<file path="src/rtl/raster_pkg.sv">
// raster_pkg: shared types and helpers for the raster timing generator.
//   state_t      : framing FSM state (WAIT_SOF, RUN)
//   rgb_t        : one RGB pixel at the default 8-bit channel depth
//   raster_total : active + porch + sync length, used for H_TOTAL / V_TOTAL
package raster_pkg;

  typedef enum logic [0:0] {
    WAIT_SOF = 1'b0,
    RUN      = 1'b1
  } state_t;

  localparam int RGB_DEPTH = 8;

  typedef struct packed {
    logic [RGB_DEPTH-1:0] r;
    logic [RGB_DEPTH-1:0] g;
    logic [RGB_DEPTH-1:0] b;
  } rgb_t;

  function automatic int raster_total(input int active, input int fp,
                                      input int sync, input int bp);
    return active + fp + sync + bp;
  endfunction

endpackage

</file>
<file path="src/rtl/raster_counter.sv">
// raster_counter: free-running h/v raster counters with timing decode.
// Ports:
//   clk, reset       : pixel clock, synchronous active-high reset
//   h, v             : current raster position (CNT_WIDTH unsigned)
//   active           : h < WIDTH && v < HEIGHT
//   hs_act / vs_act  : horizontal / vertical sync interval (active-high here)
//   at_last          : position is (H_TOTAL-1, V_TOTAL-1), the frame boundary
//   at_zero          : position is (0, 0)
module raster_counter
  import raster_pkg::*;
#(
  parameter int WIDTH     = 640,
  parameter int HEIGHT    = 480,
  parameter int H_FP      = 16,
  parameter int H_SYNC    = 96,
  parameter int H_BP      = 48,
  parameter int V_FP      = 10,
  parameter int V_SYNC    = 2,
  parameter int V_BP      = 33,
  parameter int CNT_WIDTH = 13
) (
  input  logic                 clk,
  input  logic                 reset,
  output logic [CNT_WIDTH-1:0] h,
  output logic [CNT_WIDTH-1:0] v,
  output logic                 active,
  output logic                 hs_act,
  output logic                 vs_act,
  output logic                 at_last,
  output logic                 at_zero
);

  localparam logic [CNT_WIDTH-1:0] H_LAST =
    CNT_WIDTH'(raster_total(WIDTH, H_FP, H_SYNC, H_BP) - 1);
  localparam logic [CNT_WIDTH-1:0] V_LAST =
    CNT_WIDTH'(raster_total(HEIGHT, V_FP, V_SYNC, V_BP) - 1);
  localparam logic [CNT_WIDTH-1:0] H_ACT    = CNT_WIDTH'(WIDTH);
  localparam logic [CNT_WIDTH-1:0] V_ACT    = CNT_WIDTH'(HEIGHT);
  localparam logic [CNT_WIDTH-1:0] HS_START = CNT_WIDTH'(WIDTH + H_FP);
  localparam logic [CNT_WIDTH-1:0] HS_END   = CNT_WIDTH'(WIDTH + H_FP + H_SYNC);
  localparam logic [CNT_WIDTH-1:0] VS_START = CNT_WIDTH'(HEIGHT + V_FP);
  localparam logic [CNT_WIDTH-1:0] VS_END   = CNT_WIDTH'(HEIGHT + V_FP + V_SYNC);

  logic [CNT_WIDTH-1:0] h_q, h_d;
  logic [CNT_WIDTH-1:0] v_q, v_d;

  always_comb begin
    h_d = h_q + CNT_WIDTH'(1);
    v_d = v_q;
    if (h_q == H_LAST) begin
      h_d = '0;
      v_d = (v_q == V_LAST) ? '0 : v_q + CNT_WIDTH'(1);
    end
  end

  always_ff @(posedge clk) begin
    if (reset) begin
      h_q <= '0;
      v_q <= '0;
    end else begin
      h_q <= h_d;
      v_q <= v_d;
    end
  end

  assign h       = h_q;
  assign v       = v_q;
  assign active  = (h_q < H_ACT) && (v_q < V_ACT);
  assign hs_act  = (h_q >= HS_START) && (h_q < HS_END);
  assign vs_act  = (v_q >= VS_START) && (v_q < VS_END);
  assign at_last = (h_q == H_LAST) && (v_q == V_LAST);
  assign at_zero = (h_q == '0) && (v_q == '0);

endmodule

</file>
<file path="src/rtl/raster_timing_gen.sv">
// raster_timing_gen: re-times a ready/valid pixel stream into a continuous
// VGA-style raster with blanking, syncs and row/col positions.
// Optional feature macro: RASTER_TEST_PATTERN_EN (adds pattern_en and an
// 8-bar colour test pattern).
// Handshake: a pixel transfers on a cycle where in_valid && in_ready. in_ready
//   is a combinational decision for the current raster slot and never depends
//   on the pixel data; the raster itself never stalls.
// Ports:
//   clk, reset                 : pixel clock, synchronous active-high reset
//   in_valid/in_ready/in_sof   : input stream handshake and frame-start marker
//   in_R/in_G/in_B             : input pixel
//   vs_no/hs_no/blank_no       : registered active-low sync / blank
//   output_R/G/B               : registered raster pixel (0 outside active)
//   row/col                    : registered raster position of the outputs
//   underflow/sof_err          : sticky error flags, cleared by clear_err
//   state_dbg                  : current framing FSM state
//   pattern_en                 : (RASTER_TEST_PATTERN_EN only) show colour bars
module raster_timing_gen
  import raster_pkg::*;
#(
  parameter int WIDTH       = 640,
  parameter int HEIGHT      = 480,
  parameter int H_FP        = 16,
  parameter int H_SYNC      = 96,
  parameter int H_BP        = 48,
  parameter int V_FP        = 10,
  parameter int V_SYNC      = 2,
  parameter int V_BP        = 33,
  parameter int PIXEL_DEPTH = 8,
  parameter int CNT_WIDTH   = 13
) (
  input  logic                   clk,
  input  logic                   reset,
  input  logic                   in_valid,
  output logic                   in_ready,
  input  logic                   in_sof,
  input  logic [PIXEL_DEPTH-1:0] in_R,
  input  logic [PIXEL_DEPTH-1:0] in_G,
  input  logic [PIXEL_DEPTH-1:0] in_B,
`ifdef RASTER_TEST_PATTERN_EN
  input  logic                   pattern_en,
`endif
  output logic                   vs_no,
  output logic                   hs_no,
  output logic                   blank_no,
  output logic [PIXEL_DEPTH-1:0] output_R,
  output logic [PIXEL_DEPTH-1:0] output_G,
  output logic [PIXEL_DEPTH-1:0] output_B,
  output logic [CNT_WIDTH-1:0]   row,
  output logic [CNT_WIDTH-1:0]   col,
  output logic                   underflow,
  output logic                   sof_err,
  input  logic                   clear_err,
  output state_t                 state_dbg
);

  logic [CNT_WIDTH-1:0] h, v;
  logic active, hs_act, vs_act, at_last, at_zero;

  raster_counter #(
    .WIDTH(WIDTH), .HEIGHT(HEIGHT),
    .H_FP(H_FP), .H_SYNC(H_SYNC), .H_BP(H_BP),
    .V_FP(V_FP), .V_SYNC(V_SYNC), .V_BP(V_BP),
    .CNT_WIDTH(CNT_WIDTH)
  ) u_counter (
    .clk(clk), .reset(reset),
    .h(h), .v(v),
    .active(active), .hs_act(hs_act), .vs_act(vs_act),
    .at_last(at_last), .at_zero(at_zero)
  );

`ifdef RASTER_TEST_PATTERN_EN
  // Bar index = col*8/WIDTH; only meaningful in active slots (col < WIDTH).
  logic [2:0] bar_idx;
  assign bar_idx = 3'(({h, 3'b000}) / (CNT_WIDTH+3)'(WIDTH));
`endif

  state_t                 state_q, state_d;
  logic                   vs_no_q, vs_no_d;
  logic                   hs_no_q, hs_no_d;
  logic                   blank_no_q, blank_no_d;
  logic [PIXEL_DEPTH-1:0] r_q, r_d, g_q, g_d, b_q, b_d;
  logic [CNT_WIDTH-1:0]   row_q, row_d, col_q, col_d;
  logic                   underflow_q, underflow_d;
  logic                   sof_err_q, sof_err_d;
  logic                   ready_c, uf_set, sof_set;

  always_comb begin
    state_d    = state_q;
    ready_c    = 1'b0;
    blank_no_d = 1'b0;
    r_d        = '0;
    g_d        = '0;
    b_d        = '0;
    uf_set     = 1'b0;
    sof_set    = 1'b0;
    vs_no_d    = !vs_act;
    hs_no_d    = !hs_act;
    row_d      = v;
    col_d      = h;

    case (state_q)
      WAIT_SOF: begin
        // Drain everything up to (not including) the next frame head.
        ready_c = in_valid && !in_sof;
        if (at_last && in_valid && in_sof) state_d = RUN;
      end
      RUN: begin
        if (active) begin
`ifdef RASTER_TEST_PATTERN_EN
          if (pattern_en) begin
            blank_no_d = 1'b1;
            r_d = {PIXEL_DEPTH{!bar_idx[1]}};
            g_d = {PIXEL_DEPTH{!bar_idx[2]}};
            b_d = {PIXEL_DEPTH{!bar_idx[0]}};
          end else
`endif
          if (!in_valid) begin
            // Fill slot: raster keeps running, nothing consumed.
            ready_c    = 1'b1;
            blank_no_d = 1'b1;
            uf_set     = 1'b1;
          end else if (in_sof && !at_zero) begin
            // Misplaced frame head: leave it queued for the next boundary.
            sof_set = 1'b1;
            state_d = WAIT_SOF;
          end else begin
            ready_c    = 1'b1;
            blank_no_d = 1'b1;
            r_d        = in_R;
            g_d        = in_G;
            b_d        = in_B;
          end
        end
      end
      default: state_d = WAIT_SOF;
    endcase

    // A new error event wins over a coincident clear.
    underflow_d = uf_set  || (underflow_q && !clear_err);
    sof_err_d   = sof_set || (sof_err_q   && !clear_err);
  end

  always_ff @(posedge clk) begin
    if (reset) begin
      state_q     <= WAIT_SOF;
      vs_no_q     <= 1'b1;
      hs_no_q     <= 1'b1;
      blank_no_q  <= 1'b0;
      r_q         <= '0;
      g_q         <= '0;
      b_q         <= '0;
      row_q       <= '0;
      col_q       <= '0;
      underflow_q <= 1'b0;
      sof_err_q   <= 1'b0;
    end else begin
      state_q     <= state_d;
      vs_no_q     <= vs_no_d;
      hs_no_q     <= hs_no_d;
      blank_no_q  <= blank_no_d;
      r_q         <= r_d;
      g_q         <= g_d;
      b_q         <= b_d;
      row_q       <= row_d;
      col_q       <= col_d;
      underflow_q <= underflow_d;
      sof_err_q   <= sof_err_d;
    end
  end

  assign in_ready  = ready_c && !reset;
  assign vs_no     = vs_no_q;
  assign hs_no     = hs_no_q;
  assign blank_no  = blank_no_q;
  assign output_R  = r_q;
  assign output_G  = g_q;
  assign output_B  = b_q;
  assign row       = row_q;
  assign col       = col_q;
  assign underflow = underflow_q;
  assign sof_err   = sof_err_q;
  assign state_dbg = state_q;

endmodule

</file>
<file path="config.mk">
export PLATFORM = sky130hd
export DESIGN_NAME = raster_timing_gen
export DESIGN_NICKNAME = d
export VERILOG_FILES = /design/src/rtl/raster_pkg.sv /design/src/rtl/raster_counter.sv /design/src/rtl/raster_timing_gen.sv
export SDC_FILE = /design/constraint.sdc
export NUM_CORES = 1
export LEC_CHECK = 0
export CELL_PAD_IN_SITES_DETAIL_PLACEMENT = 1
export CELL_PAD_IN_SITES_GLOBAL_PLACEMENT = 2
export CORE_UTILIZATION = 28
export CTS_BUF_LIST = sky130_fd_sc_hd__clkbuf_16
export CTS_CLUSTER_SIZE = 30
export DETAILED_ROUTE_END_ITERATION = 10
export GPL_TIMING_DRIVEN = 1
export PLACE_DENSITY = 0.82
export SYNTH_ARGS = -nofsm -noshare
export SYNTH_HDL_FRONTEND = slang
export SYNTH_SLANG_ARGS = --single-unit
</file>
<file path="constraint.sdc">
create_clock -name clk -period 2.6 [get_ports clk]
set_clock_uncertainty 0.1 [all_clocks]
set_input_delay 0.52 -clock clk [delete_from_list [all_inputs] [get_ports clk]]
set_output_delay 0.52 -clock clk [all_outputs]
set_load 0.005 [all_outputs]
</file>
==> flow_summary.toml <==
[yosys]
synth_compound_area_frac = 0.0734
synth_fp_nets = 333
synth_edf_count = 0
synthAdderAreaFrac = 0.0210
yosys.area_share.simple = 0.281
yosysSeqAreaShare = 0.551
synth-main-ff-cell = "dfxtp_1"
yosys_warnings = 0
syn_inst = 299
synth_cell_types = 43
async_reset_ff_frac = 0
synth_xor_area_frac = 0.0352
syn_avg_cell_area_um2 = 9.97
synth_top_family_by_area = "simple AND/OR/NAND/NOR gates"
muxShareOfSynthArea = 0
ys_seq_elements = 82
syn_area_um2 = 2980

[grt]
grt_pass1_vias = 2754
grt_first_pass_wirelength_um = 13700
track_usage = 0.156
antenna_found_initial = 0
grt_overflow = 0
grt_max_degree = 38

[finish]
final_common_cell = "clkdlybuf4s50_1"
final_cell_mix = "clkdlybuf4s50_1, dfxtp_1, buf_4"
multi_input_area_um2 = 1270
nets = 454
diodes = 0
drive_above_1_share = 0.169
design_area_um2 = 4570
area_growth_pct = 53.2
final_util = 0.442
final-seq-area_um2 = 1640
n_fill_cell = 1170
final_cells = 561

[timing]
hold_viol_final = 0
finalCritPeriodShare = 1.00
setup_viol = 1
rsz0062_at_grt = "yes"
setup_ws_ns = -0.00567
min_period_ns = 2.61
fmax_mhz = 384
maxSlewViolCount = 0
finalHoldWorstSlack_ns = 0.392
max_slew_margin = 0.289
finalSetupTns_ns = -0.00567
tightestPinTransition_ns = 1.06

[clocking]
ctsHoldBuffers = 0
cts_num_sinks = 82
htree_num_levels = 3
clockRootBuffer = "clkbuf_16"
insertion_delay_ns = 0.32
cts_max_path_buffers = 2
cts_tree = "done"
clkTransAtPathRegs_ns = 0.06
cts_buffers = 9

[run_status]
violations = "setup timing"
outcome = "finished with violations"

[pwr]
p_leak_nw = 1.63
peakVddDrop_mv = 0.353
finalPower_mw = 2.63
p_per_area_nw_per_um2 = 575

[detailed_routing]
drt_wl_total_um = 8120
vias = 2571
drtIter0Drc = 86
ant_nets = 0
viasPerCell = 4.58
drc = 0
drt_pre_antenna_iters = 4
wire_per_inst_um = 14.5

[setup_path]
reg2reg_from = "u_counter.h[12]"
crit_family = "simple AND/OR/NAND/NOR gates"
crit_type = "reg -> out"
required_ns = 1.98
r2r_slack_ns = 0.19
crit_cells = 8
endpoint = "in_ready"
arrival_ns = 1.99
r2r-end = "u_counter.v[11]"
critPathLaunchType = "register"
crit_chain = "inv_2 > ha_4 > or4b_4 > nor4_4 > buf_4 > a21oi_2 > nor3_2 > buf_2"
cp-startpoint = "u_counter.h[1]"
worstPathMaxFanout = 2
slowest_delay_ns = 0.46
reg2reg_depth = 5
cp-end-kind = "output pin"
path_buf_inv = 3
cp_slowest_cell = "or4b_4"

[job]
maxCapViolCount = 0

[die]
die_h_um = 105
start_util = 0.289
fp.dieArea_um2 = 11100
die_w_um = 105
floorplan.rows = 37
core_um2 = 10300
io_pins = 86

[placed_design]
port_buffers = 85
place_area_um2 = 4210
dpl.hpwl_um = 5740
dp_cells = 541
finalWeightedCongestion = 0.767
dpl_worst_slack_ns = -0.386

[worst_hold_path]
hold_path.class = "reg -> reg"
whs_path_depth = 2
==> cells by family (layout without fill, tap and decap cells) <==
family,count (synthesis),in the layout
AND/OR/NAND/NOR,138,138
flip-flops,82,82
AO/OA/AOI/OAI,34,34
buffers and inverters,28,154
XOR/XNOR,12,12
adder cells (fa/ha/maj),5,5
==> layer usage <==
metal / vias to the layer above / part of all wire / GRT usage
met3: 7 / 0.042 / 0.0331
li1: 1273 / - / -
met5: - / 0 / 0
met4: 0 / 0.012 / 0.0644
met1: 1212 / 0.48 / 0.198
met2: 79 / 0.47 / 0.257
==> cells in the mapped netlist (2+ instances only) <==
library cell / n / share of area
nor2_1: 27 / 0.034
a21oi_1: 12 / 0.020
o31ai_1: 5 / 0.013
nor2b_1: 20 / 0.042
nor4_1: 4 / 0.0084
buf_2: 3 / 0.0050
or4_1: 5 / 0.013
nor3_1: 7 / 0.012
nor4b_1: 2 / 0.0059
and2_1: 3 / 0.0063
nor3b_1: 26 / 0.065
or3_4: 2 / 0.0076
clkbuf_1: 11 / 0.014
dfxtp_1: 82 / 0.55
inv_1: 12 / 0.015
nand3_1: 10 / 0.017
nand2_1: 7 / 0.0088
ha_1: 5 / 0.021
xnor2_1: 11 / 0.032
nand4_1: 10 / 0.021
o21ba_2: 2 / 0.0067
o21ai_0: 6 / 0.010
or3_1: 6 / 0.013
and4_1: 2 / 0.0059
==> repair_timing <==
action / CTS / global route
pin swaps: 3 / 1
buffers inserted: 4 / 0
gates resized for setup: 13 / 3
setup endpoints to repair: 1 / 3
hold endpoints to repair: 0 / 0
==> how the worst min path moves through the flow <==
stage	from	endpoint	slack [ns]
finish	underflow	underflow	0.39
global route	underflow	underflow	0.44
CTS	underflow	underflow	0.40
detailed placement	underflow	underflow	0.38
global placement	underflow	underflow	0.37
floorplan	u_counter.h[0]	u_counter.h[0]	0.34
==> power by group <==
| group | total [mW] | internal [mW] | switching (mW) |
|---|---|---|---|
| Combinational | 0.148 | 0.0889 | 0.0593 |
| Sequential | 1.27 | 1.26 | 0.00345 |
| Clock | 1.21 | 0.731 | 0.479 |
| Total | 2.63 | 2.08 | 0.542 |
==> worst min-delay path, delay by kind of cell (launching register included) <==
| family | cells | cell delay [ns] |
|---|---|---|
| AND/OR/NAND/NOR | 1 | 0.07 |
| flip-flops | 1 | 0.33 |
| AO/OA/AOI/OAI | 1 | 0.06 |
==> registers in the layout, indices dropped and copies added (netlist names) <==
| register | flops |
|---|---|
| blank_no | 1 |
| col | 13 |
| hs_no | 1 |
| output_B | 8 |
| output_G | 8 |
| output_R | 8 |
| row | 13 |
| sof_err | 1 |
| state_dbg | 1 |
| u_counter.h | 13 |
| u_counter.v | 13 |
| underflow | 1 |
| vs_no | 1 |
==> final cells by class <==
| cell class | instances | share of cell area |
|---|---|---|
| clock buffers | 9 | 0.0493 |
| clock inverters | 7 | 0.0134 |
| inverters | 12 | 0.00986 |
| multi-input cells | 189 | 0.278 |
| flip-flops and latches | 82 | 0.360 |
| well taps | 136 | 0.0373 |
| repair buffers | 126 | 0.253 |
Note: power is estimated with default switching activity, not from simulation.
==> edit, RTL diff (config.mk and constraints unchanged) <==
Set the parameter `PIXEL_DEPTH` to 32 (it was 8).
--- a/src/rtl/raster_timing_gen.sv
+++ b/src/rtl/raster_timing_gen.sv
@@ -27,5 +27,5 @@
   parameter int V_SYNC      = 2,
   parameter int V_BP        = 33,
-  parameter int PIXEL_DEPTH = 8,
+  parameter int PIXEL_DEPTH = 32,
   parameter int CNT_WIDTH   = 13
 ) (
Ports: changed (6 resized); port bits go from 86 to 230. The function was not compared with the original's and may differ.
==> edit against the unedited design <==
  * The run ends with DRC, setup timing left
  * Design area up 88%
  * Setup slack worse by 2.7 ps
  * Critical path type unchanged
  * Wire length increased by 120%
  * Clock power up 92%
  * Synthesized area increased by 76%
  * Largest cell class unchanged
  * Total power increased by 91%
  * Hold slack got worse by 24 ps
  * Sequential cell count increased by 72
  * First-iteration DRC count grew to 2.8 times the old value
==> edit: results (changes against the unedited design) <==
The run finished, with violations left. Violations in the final reports: DRC, setup timing (was setup timing). Largest vdd supply drop: 0.0004411 V (was 0.0003525 V). For the total power consumption of the routed design, the log shows 0.005002 W (was 0.002625 W).

The run gives 576 (was 333) as the net count after synthesis. The fraction of area in multi-input gates came out at 0.2295 (was 0.2775). The tools report the leakage dissipation as 3.061 nW (was 1.627 nW).

The detailed-routed wire length on met2 is 8931 um (was 3801 um), and the number of filler instances in the final layout is 2003 (was 1170). The run gives 0.06285 (was 0.03306) as the global routing met3 resource utilization. The start point of the critical path is u_counter.v[3] (was u_counter.h[1]). Launch instance of the worst min-delay path: sof_err (was underflow).

The run gives 25 (was 0) as the DRC violations left. The logs give 7063 um (was 3880 um) for the post-route met1 wirelength and 320 ps (was 190 ps) for the register-to-register setup slack. For the global-route total usage across every layer, the log shows 0.1865 (was 0.1564). The post-CTS resize count is 8 (was 13). The count of nets after finishing came out at 837 (was 454).

The run gives 4 (was 3) as the number of levels the H-tree was split into. Top area cells in the synthesized netlist: sky130_fd_sc_hd__dfxtp_1 59%, sky130_fd_sc_hd__nor3b_1 11%, sky130_fd_sc_hd__nor3b_2 4.8%, sky130_fd_sc_hd__nor2b_1 2.3%, sky130_fd_sc_hd__nor2_1 1.9% (was sky130_fd_sc_hd__dfxtp_1 55%, sky130_fd_sc_hd__nor3b_1 6.5%, sky130_fd_sc_hd__nor2b_1 4.2%, sky130_fd_sc_hd__nor2_1 3.4%, sky130_fd_sc_hd__xnor2_1 3.2%). The end point of the most critical hold path is sof_err (was underflow).

The run gives 8025 um^2 (was 4213 um^2) as the area of placed instances. Synth cell count leaders: 154 x sky130_fd_sc_hd__dfxtp_1, 76 x sky130_fd_sc_hd__nor3b_1, 26 x sky130_fd_sc_hd__nor2_1, 20 x sky130_fd_sc_hd__nor3b_2, 19 x sky130_fd_sc_hd__nor2b_1 (was 82 x sky130_fd_sc_hd__dfxtp_1, 27 x sky130_fd_sc_hd__nor2_1, 26 x sky130_fd_sc_hd__nor3b_1, 20 x sky130_fd_sc_hd__nor2b_1). The tools report the number of vias in the routed layout as 4481 (was 2571).

The minimum setup slack in the final design was -8.332 ps (was -5.666 ps); the setup slack at placement was -208.4 ps (was -386.3 ps). The run gives 1 (unchanged) as the number of endpoints failing setup at the final stage.
-- edit: changes by cell type after synthesis, moves of 4 or more --
cell                       unedited run  this run
sky130_fd_sc_hd__nor3b_1             26        76
sky130_fd_sc_hd__dfxtp_1             82       154
sky130_fd_sc_hd__nand2_1              7        14
sky130_fd_sc_hd__nand3_1             10        14
sky130_fd_sc_hd__nor3b_2              0        20
sky130_fd_sc_hd__clkbuf_1            11        17
sky130_fd_sc_hd__nor3_1               7         1
sky130_fd_sc_hd__buf_2                3        10
sky130_fd_sc_hd__nand4_1             10         6
sky130_fd_sc_hd__buf_4                0         4
-- edit: critical path: stages (launching register included) --
cell	delay, ps
sky130_fd_sc_hd__dfxtp_1	310
sky130_fd_sc_hd__or4_4	550
sky130_fd_sc_hd__nor4_4	320
sky130_fd_sc_hd__a21oi_2	120
sky130_fd_sc_hd__a211oi_2	140
sky130_fd_sc_hd__buf_2	140
